## src/rtl/phy_status_poller.sv

```systemverilog
// phy_status_poller: autonomous Clause 22 MDIO read master. Periodically
// reads the PHY-Specific Status register of an 88E1111 and turns the
// resolved speed/duplex/link bits into MAC speed-select outputs.
module phy_status_poller #(
    parameter int unsigned CLK_DIV       = 25,
    parameter logic [4:0]  PHY_ADDR      = 5'h10,
    parameter logic [4:0]  REG_ADDR      = 5'h11,
    parameter int unsigned POLL_INTERVAL = 5000000
) (
    input  logic        clk_clk,
    input  logic        reset_reset,
    input  logic        force_poll,
    output logic        mdc,
    input  logic        mdio_in,
    output logic        mdio_out,
    output logic        mdio_oen,
    output logic        set_10,
    output logic        set_1000,
    output logic        link_up,
    output logic        duplex_full,
    output logic [15:0] status_reg,
    output logic        status_valid,
    output logic        link_change,
    output logic        phy_error
);

    typedef enum logic [2:0] {
        ST_IDLE,
        ST_PRE,
        ST_HDR,
        ST_TA,
        ST_DATA,
        ST_UPDATE
    } state_t;

    localparam logic [7:0]  DIV_LAST  = 8'(CLK_DIV - 1);
    localparam logic [31:0] POLL_LAST = 32'(POLL_INTERVAL - 1);
    // ST=01, OP=10 (read), PHY address, register address; sent MSB first
    localparam logic [13:0] HDR_BITS  = {2'b01, 2'b10, PHY_ADDR, REG_ADDR};

    // Frame bit positions (0-based, 64 MDC periods per frame)
    localparam logic [5:0] IDX_HDR_FIRST = 6'd32;
    localparam logic [5:0] IDX_TA_FIRST  = 6'd46;
    localparam logic [5:0] IDX_TA_LAST   = 6'd47;
    localparam logic [5:0] IDX_LAST      = 6'd63;

    // Pad drive for a given frame bit, returned as {oen, out}
    function automatic logic [1:0] frame_bit(input logic [5:0] idx);
        logic [3:0] hidx;
        hidx = 4'(6'd45 - idx);
        if (idx < IDX_HDR_FIRST) begin
            return 2'b01;
        end else if (idx < IDX_TA_FIRST) begin
            return {1'b0, HDR_BITS[hidx]};
        end else begin
            return 2'b11;
        end
    endfunction

    // Frame phase that owns a given bit position
    function automatic state_t phase_of(input logic [5:0] idx);
        if (idx < IDX_HDR_FIRST) begin
            return ST_PRE;
        end else if (idx < IDX_TA_FIRST) begin
            return ST_HDR;
        end else if (idx <= IDX_TA_LAST) begin
            return ST_TA;
        end else begin
            return ST_DATA;
        end
    endfunction

    state_t      state_q, state_d;
    logic [31:0] timer_q, timer_d;
    logic [7:0]  div_q, div_d;
    logic [5:0]  bit_q, bit_d;
    logic        mdc_q, mdc_d;
    logic        mdio_out_q, mdio_out_d;
    logic        mdio_oen_q, mdio_oen_d;
    logic [15:0] shadow_q, shadow_d;
    logic        ta_bad_q, ta_bad_d;
    logic        set_10_q, set_10_d;
    logic        set_1000_q, set_1000_d;
    logic        link_up_q, link_up_d;
    logic        duplex_full_q, duplex_full_d;
    logic [15:0] status_reg_q, status_reg_d;
    logic        status_valid_q, status_valid_d;
    logic        link_change_q, link_change_d;
    logic        phy_error_q, phy_error_d;

    // Sequencing, MDC divider, serial shifting and status resolution
    always_comb begin
        state_d        = state_q;
        timer_d        = timer_q;
        div_d          = div_q;
        bit_d          = bit_q;
        mdc_d          = mdc_q;
        mdio_out_d     = mdio_out_q;
        mdio_oen_d     = mdio_oen_q;
        shadow_d       = shadow_q;
        ta_bad_d       = ta_bad_q;
        set_10_d       = set_10_q;
        set_1000_d     = set_1000_q;
        link_up_d      = link_up_q;
        duplex_full_d  = duplex_full_q;
        status_reg_d   = status_reg_q;
        status_valid_d = 1'b0;
        link_change_d  = 1'b0;
        phy_error_d    = phy_error_q;

        case (state_q)
            ST_IDLE: begin
                mdc_d = 1'b0;
                if (force_poll || (timer_q == POLL_LAST)) begin
                    // Start of frame: first preamble bit goes out with mdc low
                    state_d    = ST_PRE;
                    timer_d    = '0;
                    div_d      = '0;
                    bit_d      = '0;
                    shadow_d   = '0;
                    ta_bad_d   = 1'b0;
                    {mdio_oen_d, mdio_out_d} = frame_bit(6'd0);
                end else begin
                    timer_d = timer_q + 32'd1;
                end
            end

            ST_UPDATE: begin
                // A bad turnaround already raised phy_error; nothing else moves
                if (!ta_bad_q) begin
                    phy_error_d    = 1'b0;
                    status_reg_d   = shadow_q;
                    status_valid_d = 1'b1;
                    link_up_d      = shadow_q[10];
                    link_change_d  = (shadow_q[10] != link_up_q);
                    // Speed/duplex only trusted when resolved with link up
                    if (shadow_q[11] && shadow_q[10]) begin
                        case (shadow_q[15:14])
                            2'b10: begin
                                set_1000_d = 1'b1;
                                set_10_d   = 1'b0;
                            end
                            2'b01: begin
                                set_1000_d = 1'b0;
                                set_10_d   = 1'b0;
                            end
                            2'b00: begin
                                set_1000_d = 1'b0;
                                set_10_d   = 1'b1;
                            end
                            default: begin
                            end
                        endcase
                        duplex_full_d = shadow_q[13];
                    end
                end
                state_d = ST_IDLE;
                timer_d = '0;
            end

            default: begin
                if (div_q == DIV_LAST) begin
                    div_d = '0;
                    if (!mdc_q) begin
                        // Rising MDC: sample the PHY
                        mdc_d = 1'b1;
                        if (bit_q == IDX_TA_LAST) begin
                            if (mdio_in) begin
                                ta_bad_d    = 1'b1;
                                phy_error_d = 1'b1;
                            end
                        end else if (bit_q > IDX_TA_LAST) begin
                            shadow_d = {shadow_q[14:0], mdio_in};
                        end
                    end else begin
                        // Falling MDC: move to the next bit or finish
                        mdc_d = 1'b0;
                        if (bit_q == IDX_LAST) begin
                            state_d = ST_UPDATE;
                        end else begin
                            bit_d   = bit_q + 6'd1;
                            state_d = phase_of(bit_q + 6'd1);
                            {mdio_oen_d, mdio_out_d} = frame_bit(bit_q + 6'd1);
                        end
                    end
                end else begin
                    div_d = div_q + 8'd1;
                end
            end
        endcase
    end

    // State registers with synchronous reset; reset also aborts a frame
    always_ff @(posedge clk_clk) begin
        if (reset_reset) begin
            state_q        <= ST_IDLE;
            timer_q        <= '0;
            div_q          <= '0;
            bit_q          <= '0;
            mdc_q          <= 1'b0;
            mdio_out_q     <= 1'b1;
            mdio_oen_q     <= 1'b1;
            shadow_q       <= '0;
            ta_bad_q       <= 1'b0;
            set_10_q       <= 1'b0;
            set_1000_q     <= 1'b1;
            link_up_q      <= 1'b0;
            duplex_full_q  <= 1'b0;
            status_reg_q   <= '0;
            status_valid_q <= 1'b0;
            link_change_q  <= 1'b0;
            phy_error_q    <= 1'b0;
        end else begin
            state_q        <= state_d;
            timer_q        <= timer_d;
            div_q          <= div_d;
            bit_q          <= bit_d;
            mdc_q          <= mdc_d;
            mdio_out_q     <= mdio_out_d;
            mdio_oen_q     <= mdio_oen_d;
            shadow_q       <= shadow_d;
            ta_bad_q       <= ta_bad_d;
            set_10_q       <= set_10_d;
            set_1000_q     <= set_1000_d;
            link_up_q      <= link_up_d;
            duplex_full_q  <= duplex_full_d;
            status_reg_q   <= status_reg_d;
            status_valid_q <= status_valid_d;
            link_change_q  <= link_change_d;
            phy_error_q    <= phy_error_d;
        end
    end

    assign mdc          = mdc_q;
    assign mdio_out     = mdio_out_q;
    assign mdio_oen     = mdio_oen_q;
    assign set_10       = set_10_q;
    assign set_1000     = set_1000_q;
    assign link_up      = link_up_q;
    assign duplex_full  = duplex_full_q;
    assign status_reg   = status_reg_q;
    assign status_valid = status_valid_q;
    assign link_change  = link_change_q;
    assign phy_error    = phy_error_q;

endmodule

```

## config.mk

```make
export PLATFORM = sky130hd
export DESIGN_NAME = phy_status_poller
export DESIGN_NICKNAME = d
export VERILOG_FILES = /design/src/rtl/phy_status_poller.sv
export SDC_FILE = /design/constraint.sdc
export NUM_CORES = 1
export LEC_CHECK = 0
export ABC_AREA = 1
export CORE_MARGIN = 2
export CORE_UTILIZATION = 46
export CTS_BUF_LIST = sky130_fd_sc_hd__clkbuf_4 sky130_fd_sc_hd__clkbuf_8
export DETAILED_ROUTE_END_ITERATION = 16
export HOLD_SLACK_MARGIN = 0.1
export PLACE_DENSITY_LB_ADDON = 0.2
export SLEW_MARGIN = 10
export SYNTH_ARGS = -nofsm -noshare
export SYNTH_HDL_FRONTEND = slang
export SYNTH_SLANG_ARGS = --single-unit
```

## constraint.sdc

```tcl
create_clock -name clk_clk -period 2 [get_ports clk_clk]
set_input_delay 0.6 -clock clk_clk [delete_from_list [all_inputs] [get_ports clk_clk]]
set_output_delay 0.6 -clock clk_clk [all_outputs]
set_load 0.05 [all_outputs]
```

# Word level (Yosys, flattened, before mapping)
# Memory sizes are Yosys's and may differ from the RTL's.
# Cells that the tools add are included.
# word_totals
ff_bits	92
romBits	16
inputBits	4
output_inout_bits	26
mem_count	1
# memory_table
name	depth	word_bits	rd	rd_clocked_by_memory_dff	write_ports	line	text
(no name shown)	16	1	1	0	0	54	return {1'b0, HDR_BITS[hidx]};
# classes
add_sub_neg	4
magnitude_cmp	5
eq_ne	14
n_mux	50
n_bitwise	3
n_reduce_logical	32
# ops
cell	count
$mux W16	5
$pmux W32 S2	1
$add A32 B1 Y32 const B	1
$eq A32 B23 Y1 const B	1
$mux W32	1
$pmux W16 S2	1
$mux W6	4
$reduce_bool A2 Y1	11
$mux W3	7
$reduce_and A6 Y1	3
$mux W1	17
$mux W8	2
$pmux W8 S2	1
$pmux W1 S2	7
$eq A6 B6 Y1 const B	2
$lt A6 B6 Y1 const B	2
$pmux W6 S2	1
$add A8 B1 Y8 const B	1
$eq A8 B5 Y1 const B	1
$ne A2 B1 Y1 const B	4
$reduce_and A4 Y1	2
$add A6 B1 Y6 const B	1
$gt A6 B6 Y1 const B	1
$le A6 B6 Y1 const B	1
other kinds (20)	30

# Depth between registers and ports, before layout
# Gate-level depths: netlist of run 1.
# depth
word_depth	10
depth_mapped	13

# Worst setup path before layout of run 1
# No wires, ideal clock.
# synth_path
path_kind	register -> register
from	register bit_q[0]
to	register mdio_out_q, in the netlist mdio_out
setup_ps	115
arrival_time_ps	1461
setup_slack_ps	424
stages_incl_launch_ff	9
path_buffers	0
period_less_slack_ps	1576
path_cell_list	dfxtp_1 -> inv_1 -> ha_1 -> ha_1 -> xnor2_1 -> nand3_1 -> nand4_1 -> nand2_1 -> nand2_1
# synth_via
elab_chain_len	10
# synth_rtl
item	line	text
from (decl)	76	logic [5:0] bit_q, bit_d;
from (signal assigned)	217	bit_q <= bit_d;
$add A6 B1 Y6	183	{mdio_oen_d, mdio_out_d} = frame_bit(bit_q + 6'd1);
$sub A4 B4 Y4	50	hidx = 4'(6'd45 - idx);
$mem_v2 Z16 W1	-	
$mux W1 (not written as such)	54	
$mux W2	53	end else if (idx < IDX_TA_FIRST) begin
$mux W2	51	if (idx < IDX_HDR_FIRST) begin
$mux W1	178	if (bit_q == IDX_LAST) begin
$mux W1	164	if (!mdc_q) begin
$mux W1	162	if (div_q == DIV_LAST) begin
$pmux W1 S2	111	case (state_q)
to (signal assigned)	219	mdio_out_q <= mdio_out_d;
to (decl)	78	logic mdio_out_q, mdio_out_d;
# Several ways; a longest one is shown, not always the timed one. The select of a mux whose other input is x is not followed.
# A chain may end at the register's enable or synchronous reset.

# Worst setup path in the final report of run 1
# layout_path
from	register div_q[0]
to	register mdio_out_q, in the netlist mdio_out
# layout_via
elab_chain_len	3
# layout_rtl
item	line	text
from (decl)	75	logic [7:0] div_q, div_d;
from (signal assigned)	216	div_q <= div_d;
$eq A8 B5 Y1	162	
$reduce_bool A2 Y1 (no source line)	-	
$reduce_and A5 Y1 (no source line)	-	
# Every way passes these cells.

==> results of run 1 <==
cells in the mapped netlist, types with 6 or more instances:
| cell | instances | area share (%) |
|---|---|---|
| nor2_2 | 7 | 0.90 |
| clkbuf_1 | 13 | 1.0 |
| nor3_1 | 9 | 0.92 |
| inv_1 | 90 | 6.9 |
| o21ai_1 | 10 | 1.0 |
| a21oi_1 | 52 | 5.3 |
| xnor2_1 | 6 | 1.1 |
| nand3_1 | 54 | 5.5 |
| xor2_1 | 8 | 1.4 |
| nand4_1 | 20 | 2.6 |
| nor2_1 | 92 | 7.1 |
| buf_2 | 7 | 0.72 |
| o21ai_0 | 31 | 3.2 |
| inv_2 | 7 | 0.54 |
| dfxtp_1 | 91 | 37 |
| ha_1 | 6 | 1.5 |
| nand2_1 | 229 | 18 |
worst max-delay path: cells and delay by family, from the launching register on:
family	cells	cell delay, ps
AND/OR/NAND/NOR	7	890
flip-flops	1	390
AO/OA/AOI/OAI	1	160
buffers and inverters	2	150
adder cells (fa/ha/maj)	1	130
stage by stage:
stage	hold slack, ps	setup slack (ps)
after CTS	463.6	125.0
after global routing	494.3	-20.83
after detailed placement	449.0	-4.690
final	462.8	182.3
after global placement	442.5	15.40
after floorplan	434.4	424.1
layout make-up:
class | instances | area [um^2] | share of cell area [%]
well taps | 136 | 170.2 | 3.075
multi-input cells | 546 | 2550 | 46.08
repair buffers | 46 | 390.4 | 7.054
flip-flops and latches | 91 | 1826 | 32.99
inverters | 97 | 366.6 | 6.624
clock buffers | 9 | 123.9 | 2.238
clock inverters | 7 | 107.6 | 1.944
layer usage:
layer	vias up	track usage, %
met4	0	7.607
met2	69	33.94
met1	2140	28.70
met5	-	0
li1	2471	-
met3	14	2.857
kinds of logic (layout without fill, tap and decap cells):
kind of cell	Yosys count	after routing	share of synthesized area (%)
flip-flops	91	91	37.40
AO/OA/AOI/OAI	98	98	10.33
AND/OR/NAND/NOR	428	428	37.79
adder cells (fa/ha/maj)	6	6	1.541
buffers and inverters	125	159	10.43
XOR/XNOR	14	14	2.517
power by group:
group          internal (uW)  switching [uW]
sequential              2020             144
combinational            817            1660
clock                    726             717
total                   3560            2520
what timing repair did:
item,CTS,global route
hold buffers,0,0
resized for setup,0,8
setup buffers,0,0
endpoints found under the setup margin,0,45
worst paths after layout:
path                          start                endpoint  slack (ps)  cells past startpoint
max           div_q[0]$_SDFFE_PP0P_   mdio_out$_SDFFE_PP1P_         180                     11
min          phy_error$_SDFFE_PP0P_  phy_error$_SDFFE_PP0P_         460                      2
max reg2reg   div_q[0]$_SDFFE_PP0P_   mdio_out$_SDFFE_PP1P_         180                     11
min reg2reg  phy_error$_SDFFE_PP0P_  phy_error$_SDFFE_PP0P_         460                      2
==> metrics.yaml, run 1 <==
critical_path:
  cp-start-kind: "flip-flop"
  critical_path.most_common_cell: "nand2_1"
  timing.setup.critical_path_class: "flip-flop to flip-flop"
  worstPathRequired_ps: 2270
  largest_driver_fanout_on_the_critical_path: 9
  critPathArrivalTime_ps: 2080
  worst_path_max_delay_cell: "dfxtp_1"
  cp_slowest_stage_delay_ps: 390
  end_kind: "flip-flop"
  cp_cell_sequence: "inv_1, ha_1, nand2_1, nor2_4, nor2_1, inv_1, nand2_1, nor2_2, nand2_2, a21oi_1, nand2_1"
logic_synthesis:
  synthesis.area_um2: 4871
  synth.avg_cell_area_um2: 6.392
  yosys_reg_bits: 91
  synthFlopType: "dfxtp_1"
  synthesis.yosys.warnings: 0
  synth-seq-area-share_pct: 37.40
  synthesis.nets: 772
  post_synth_edffs: 0
  ys_async_sr_fraction_pct: 0
  syn_inst: 762
  yosys.cell_types.count: 34
cells_and_area:
  share_of_final_layout_standard_cells_stronger_than_drive_strength_1_pct: 11.43
  final_common_cell: "nand2_1"
  largest_register_ffs: 32
  diodes: 0
  fin_util_pct: 53.61
  instances_no_fill: 932
  finalNetCount: 801
  syn2layout_area_growth_pct: 13.61
  n_fill_cell: 1008
  final_design_area_no_fill_um2: 5534
  final_cell_mix: "nand2_1, inv_1, nor2_1, dfxtp_1, nand3_1"
placed_design:
  finalWeightedCongestion: 0.8929
  detailed_place.area_um2: 5288
  detailed_place_hpwl_um: 8143
  numPlacedInstances: 916
  io_buffers: 29
die:
  row_count: 37
  top_level_pins: 30
  area_enclosed_by_the_die_boundary_um2: 11430
  core_region_area_um2: 10320
  chipWidth_um: 106.9
  die_height_um: 106.9
  initial_core_util_pct: 47.18
clock_network:
  clockBufferDepth: 2
  cts_root_buf: "clkbuf_8"
  cts_made_buffers: 9
  worst_skew_pair.late_latency_ps: 360
  h-tree-depth: 3
  clk_pin_slew_worst_paths_ps: 100
  tritoncts_num_sinks: 91
  tritoncts: "built"
global_routing:
  global_route.overflow_total: 0
  first_pass_grt_wire_length_um: 19680
  vias_in_the_first_global_route: 4334
  grt_antenna_before_repair: 0
  grt_use_total_pct: 21.01
  largest_net_degree_at_the_start_of_global_routing: 51
power_and_ir_drop:
  ir_drop_v: 0.0007535
  p_leak_uw: 0.002287
  power_density_nw_per_um2: 1099
  total_power_uw: 6081
routing:
  met3_wirelength_um: 366
  post_drt_wl_per_cell_um: 12.30
  detail_route.iter0.violations: 239
  met2RoutedLength_um: 5209
  dr_total_vias: 4694
  drcViolationCount: 0
  drtAntennaViolNets: 0
  drt-vias-per-instance: 5.036
  length_of_routed_wiring_on_met1_um: 5738
  topRoutingLayerUsed: "met4"
  totalWireLength_um: 11460
  drtPass1Iterations: 5
sta:
  timing_max_transition_violations_final: 0
  finalClockSkew_ps: 11.47
  max_freq_mhz: 550.2
  worst-slew-pin-transition_ps: 465.2
  rsz0062_at_grt: "true"
  worst_slew_margin_rel_pct: 68.89
  final_hold_vios: 0
  final_min_period_over_clock_period_pct: 90.88
  fin_tns_setup_ps: 0
  layout_min_cycle_time_ps: 1818
  final-setup-viol-count: 0
job:
  max_cap_viol_count: 0
min_path:
  worst_hold_path_type: "flip-flop to flip-flop"
status:
  result_of_the_run: "finished, final reports clean"
Note: power is estimated with default switching activity, not from simulation.
==> run 2, diff against run 1 <==
--- a/config.mk
+++ b/config.mk
@@ -7,8 +7,7 @@
 export LEC_CHECK = 0
 export ABC_AREA = 1
 export CORE_MARGIN = 2
-export CORE_UTILIZATION = 46
-export CTS_BUF_LIST = sky130_fd_sc_hd__clkbuf_4 sky130_fd_sc_hd__clkbuf_8
+export CORE_UTILIZATION = 60
 export DETAILED_ROUTE_END_ITERATION = 16
 export HOLD_SLACK_MARGIN = 0.1
 export PLACE_DENSITY_LB_ADDON = 0.2
==> run 2 against run 1 <==
  * Non-clock buffer count unchanged
  * Die area decreased by 23%
  * Final cell count down 3.6%
  * Combinational power grew 4%
  * Hold slack improved by 8.3 ps
  * Sequential share of layout area increased by 0.18 points
  * Power rose by 0.43%
  * Sequential power hardly changed
  * Count of clock-buffer cells in the layout stayed put
  * Fmax rose by 1.0%
  * Clock skew up 6.8 ps
  * Critical endpoint is now state_q[0]$_SDFFE_PP0P_
  * Largest cell class unchanged
  * Largest power group unchanged
  * Highest routed layer unchanged
==> metrics.yaml, run 2 (synthesis gave the netlist of run 1 again) <==
global_routing:
  vias_in_the_first_global_route: 4589
  largest_net_degree_at_the_start_of_global_routing: 51
  grt_use_total_pct: 28.30
  global_route.overflow_total: 0
  grt_antenna_before_repair: 0
  first_pass_grt_wire_length_um: 20190
routing:
  drtPass1Iterations: 5
  drtAntennaViolNets: 0
  topRoutingLayerUsed: "met4"
  met3_wirelength_um: 750
  totalWireLength_um: 11840
  detail_route.iter0.violations: 376
  dr_total_vias: 4900
  met2RoutedLength_um: 5665
  drt-vias-per-instance: 5.457
  length_of_routed_wiring_on_met1_um: 5297
  post_drt_wl_per_cell_um: 13.18
  drcViolationCount: 0
critical_path:
  cp_slowest_stage_delay_ps: 380
  worstSetupPathDepth: 12
  end_kind: "flip-flop"
  worst_path_max_delay_cell: "dfxtp_1"
  worstPathRequired_ps: 2290
  worst-r2r-cell-count: 12
  internal_reg_to_reg_setup_slack_ps: 200
  critical_path.most_common_cell: "nand2_1"
  cp-start-kind: "flip-flop"
  worstPathBufferInverterCount: 1
  timing.setup.critical_path_class: "flip-flop to flip-flop"
  r2r_start: "timer_q[0]$_SDFFE_PP0N_"
  cp_cell_sequence: "ha_1, nand2_1, nor2_2, nand2_1, nor2_1, nand2_1, nand3_2, buf_6, nand2_1, nand2_1, nand2_1, a21oi_1"
  critical_path.endpoint: "state_q[0]$_SDFFE_PP0P_"
  timing.critical_path.max_delay_family: "simple AND/OR/NAND/NOR gates"
  largest_driver_fanout_on_the_critical_path: 11
  r2r_endpoint: "state_q[0]$_SDFFE_PP0P_"
  cp-startpoint: "timer_q[0]$_SDFFE_PP0N_"
  critPathArrivalTime_ps: 2090
die:
  area_enclosed_by_the_die_boundary_um2: 8855
  row_count: 32
  core_region_area_um2: 7807
  chipWidth_um: 94.10
  top_level_pins: 30
  die_height_um: 94.10
  initial_core_util_pct: 62.39
cells_and_area:
  diodes: 0
  syn2layout_area_growth_pct: 12.84
  final-seq-area_um2: 1823
  n_fill_cell: 664
  share_of_final_layout_standard_cells_stronger_than_drive_strength_1_pct: 11.31
  multi_input_area_um2: 2562
  finalNetCount: 801
  final_common_cell: "nand2_1"
  largest_register_ffs: 32
  final_cell_mix: "nand2_1, inv_1, dfxtp_1, nor2_1, nand3_1"
sta:
  timing_max_transition_violations_final: 0
  final_min_period_over_clock_period_pct: 89.98
  worst-slew-pin-transition_ps: 399.4
  fin_tns_setup_ps: 0
  layout_min_cycle_time_ps: 1800
  finalClockSkew_ps: 18.25
  rsz0062_at_grt: "false"
  fin_hold_ws_ps: 471.0
  fin_ws_ps: 200.3
  final-setup-viol-count: 0
  final_hold_vios: 0
  max_freq_mhz: 555.7
  worst_slew_margin_rel_pct: 73.37
clock_network:
  tritoncts: "built"
  cts_made_buffers: 9
  tritoncts_num_sinks: 91
  worst_skew_pair.late_latency_ps: 370
  cts_root_buf: "clkbuf_8"
  h-tree-depth: 3
  cts.hold.buffers_added: 0
  postCtsResizedCells: 0
  clk_pin_slew_worst_paths_ps: 100
  post-cts-setup-buffers: 0
  clockBufferDepth: 2
power_and_ir_drop:
  ir_drop_v: 0.0007271
  total_power_uw: 6107
  p_leak_uw: 0.002285
  power_density_nw_per_um2: 1111
placed_design:
  finalWeightedCongestion: 0.9169
  worst_setup_slack_post_dpl_ps: 43.51
  detailed_place_hpwl_um: 8316
  io_buffers: 29
min_path:
  worst_hold_path_type: "flip-flop to flip-flop"
status:
  result_of_the_run: "finished, final reports clean"
job:
  max_cap_viol_count: 0
[run 2: changes by cell type in the layout (fill, tap and decap cells not counted), sizes merged]
cell | before | now
bufinv | 2 | 1
clkinvlp | 0 | 1
inv | 100 | 102
clkinv | 2 | 0
[run 2: worst min-delay path: cells and delay by family, from the launching register on]
family,cells,cell delay (ps)
DFF,1,330
and+or+nand+nor,1,60
AOI/OAI and AO/OA,1,50
[run 2: stage by stage]
| step | util (%) | cell area (um^2) | std cells |
|---|---|---|---|
| floorplan | - | 4871 | 762 |
| global placement | 67.34 | 5258 | 882 |
| detailed placement | 67.34 | 5258 | 882 |
| CTS | 70.06 | 5470 | 898 |
| global route | 70.40 | 5497 | 898 |
| finish | 70.40 | 5497 | 898 |
[run 2: final cells by class]
cell class / count / share of cell area [%]
clock buffer: 9 / 2.254
sequential: 91 / 33.17
clock inverter: 7 / 1.616
timing repair buffer: 46 / 7.398
inverter: 97 / 6.624
multi-input combinational: 546 / 46.62
tap: 102 / 2.322
[run 2: worst min-delay path by stage]
stage	start	end	slack, ps	depth (start not counted)
2_1_floorplan	ta_bad_q$_SDFFE_PP0P_	ta_bad_q$_SDFFE_PP0P_	430	2
3_3_place_gp	ta_bad_q$_SDFFE_PP0P_	ta_bad_q$_SDFFE_PP0P_	440	2
3_5_place_dp	timer_q[29]$_SDFFE_PP0N_	timer_q[29]$_SDFFE_PP0N_	460	2
4_1_cts	timer_q[29]$_SDFFE_PP0N_	timer_q[29]$_SDFFE_PP0N_	470	2
5_1_grt	set_1000$_SDFFE_PP1P_	set_1000$_SDFFE_PP1P_	510	2
6_report	timer_q[29]$_SDFFE_PP0N_	timer_q[29]$_SDFFE_PP0N_	470	2
[run 2: power breakdown]
part	leakage (uW)	internal, uW	switching, uW
Clock	0.000106	613	759
Sequential	0.000738	2010	139
Combinational	0.00144	849	1730
[run 2: layer usage]
| metal | vias up | GRT usage, % |
|---|---|---|
| met5 | - | 0 |
| met4 | 0 | 7.850 |
| met3 | 15 | 4.976 |
| met2 | 162 | 47.80 |
| met1 | 2261 | 37.14 |
| li1 | 2462 | - |
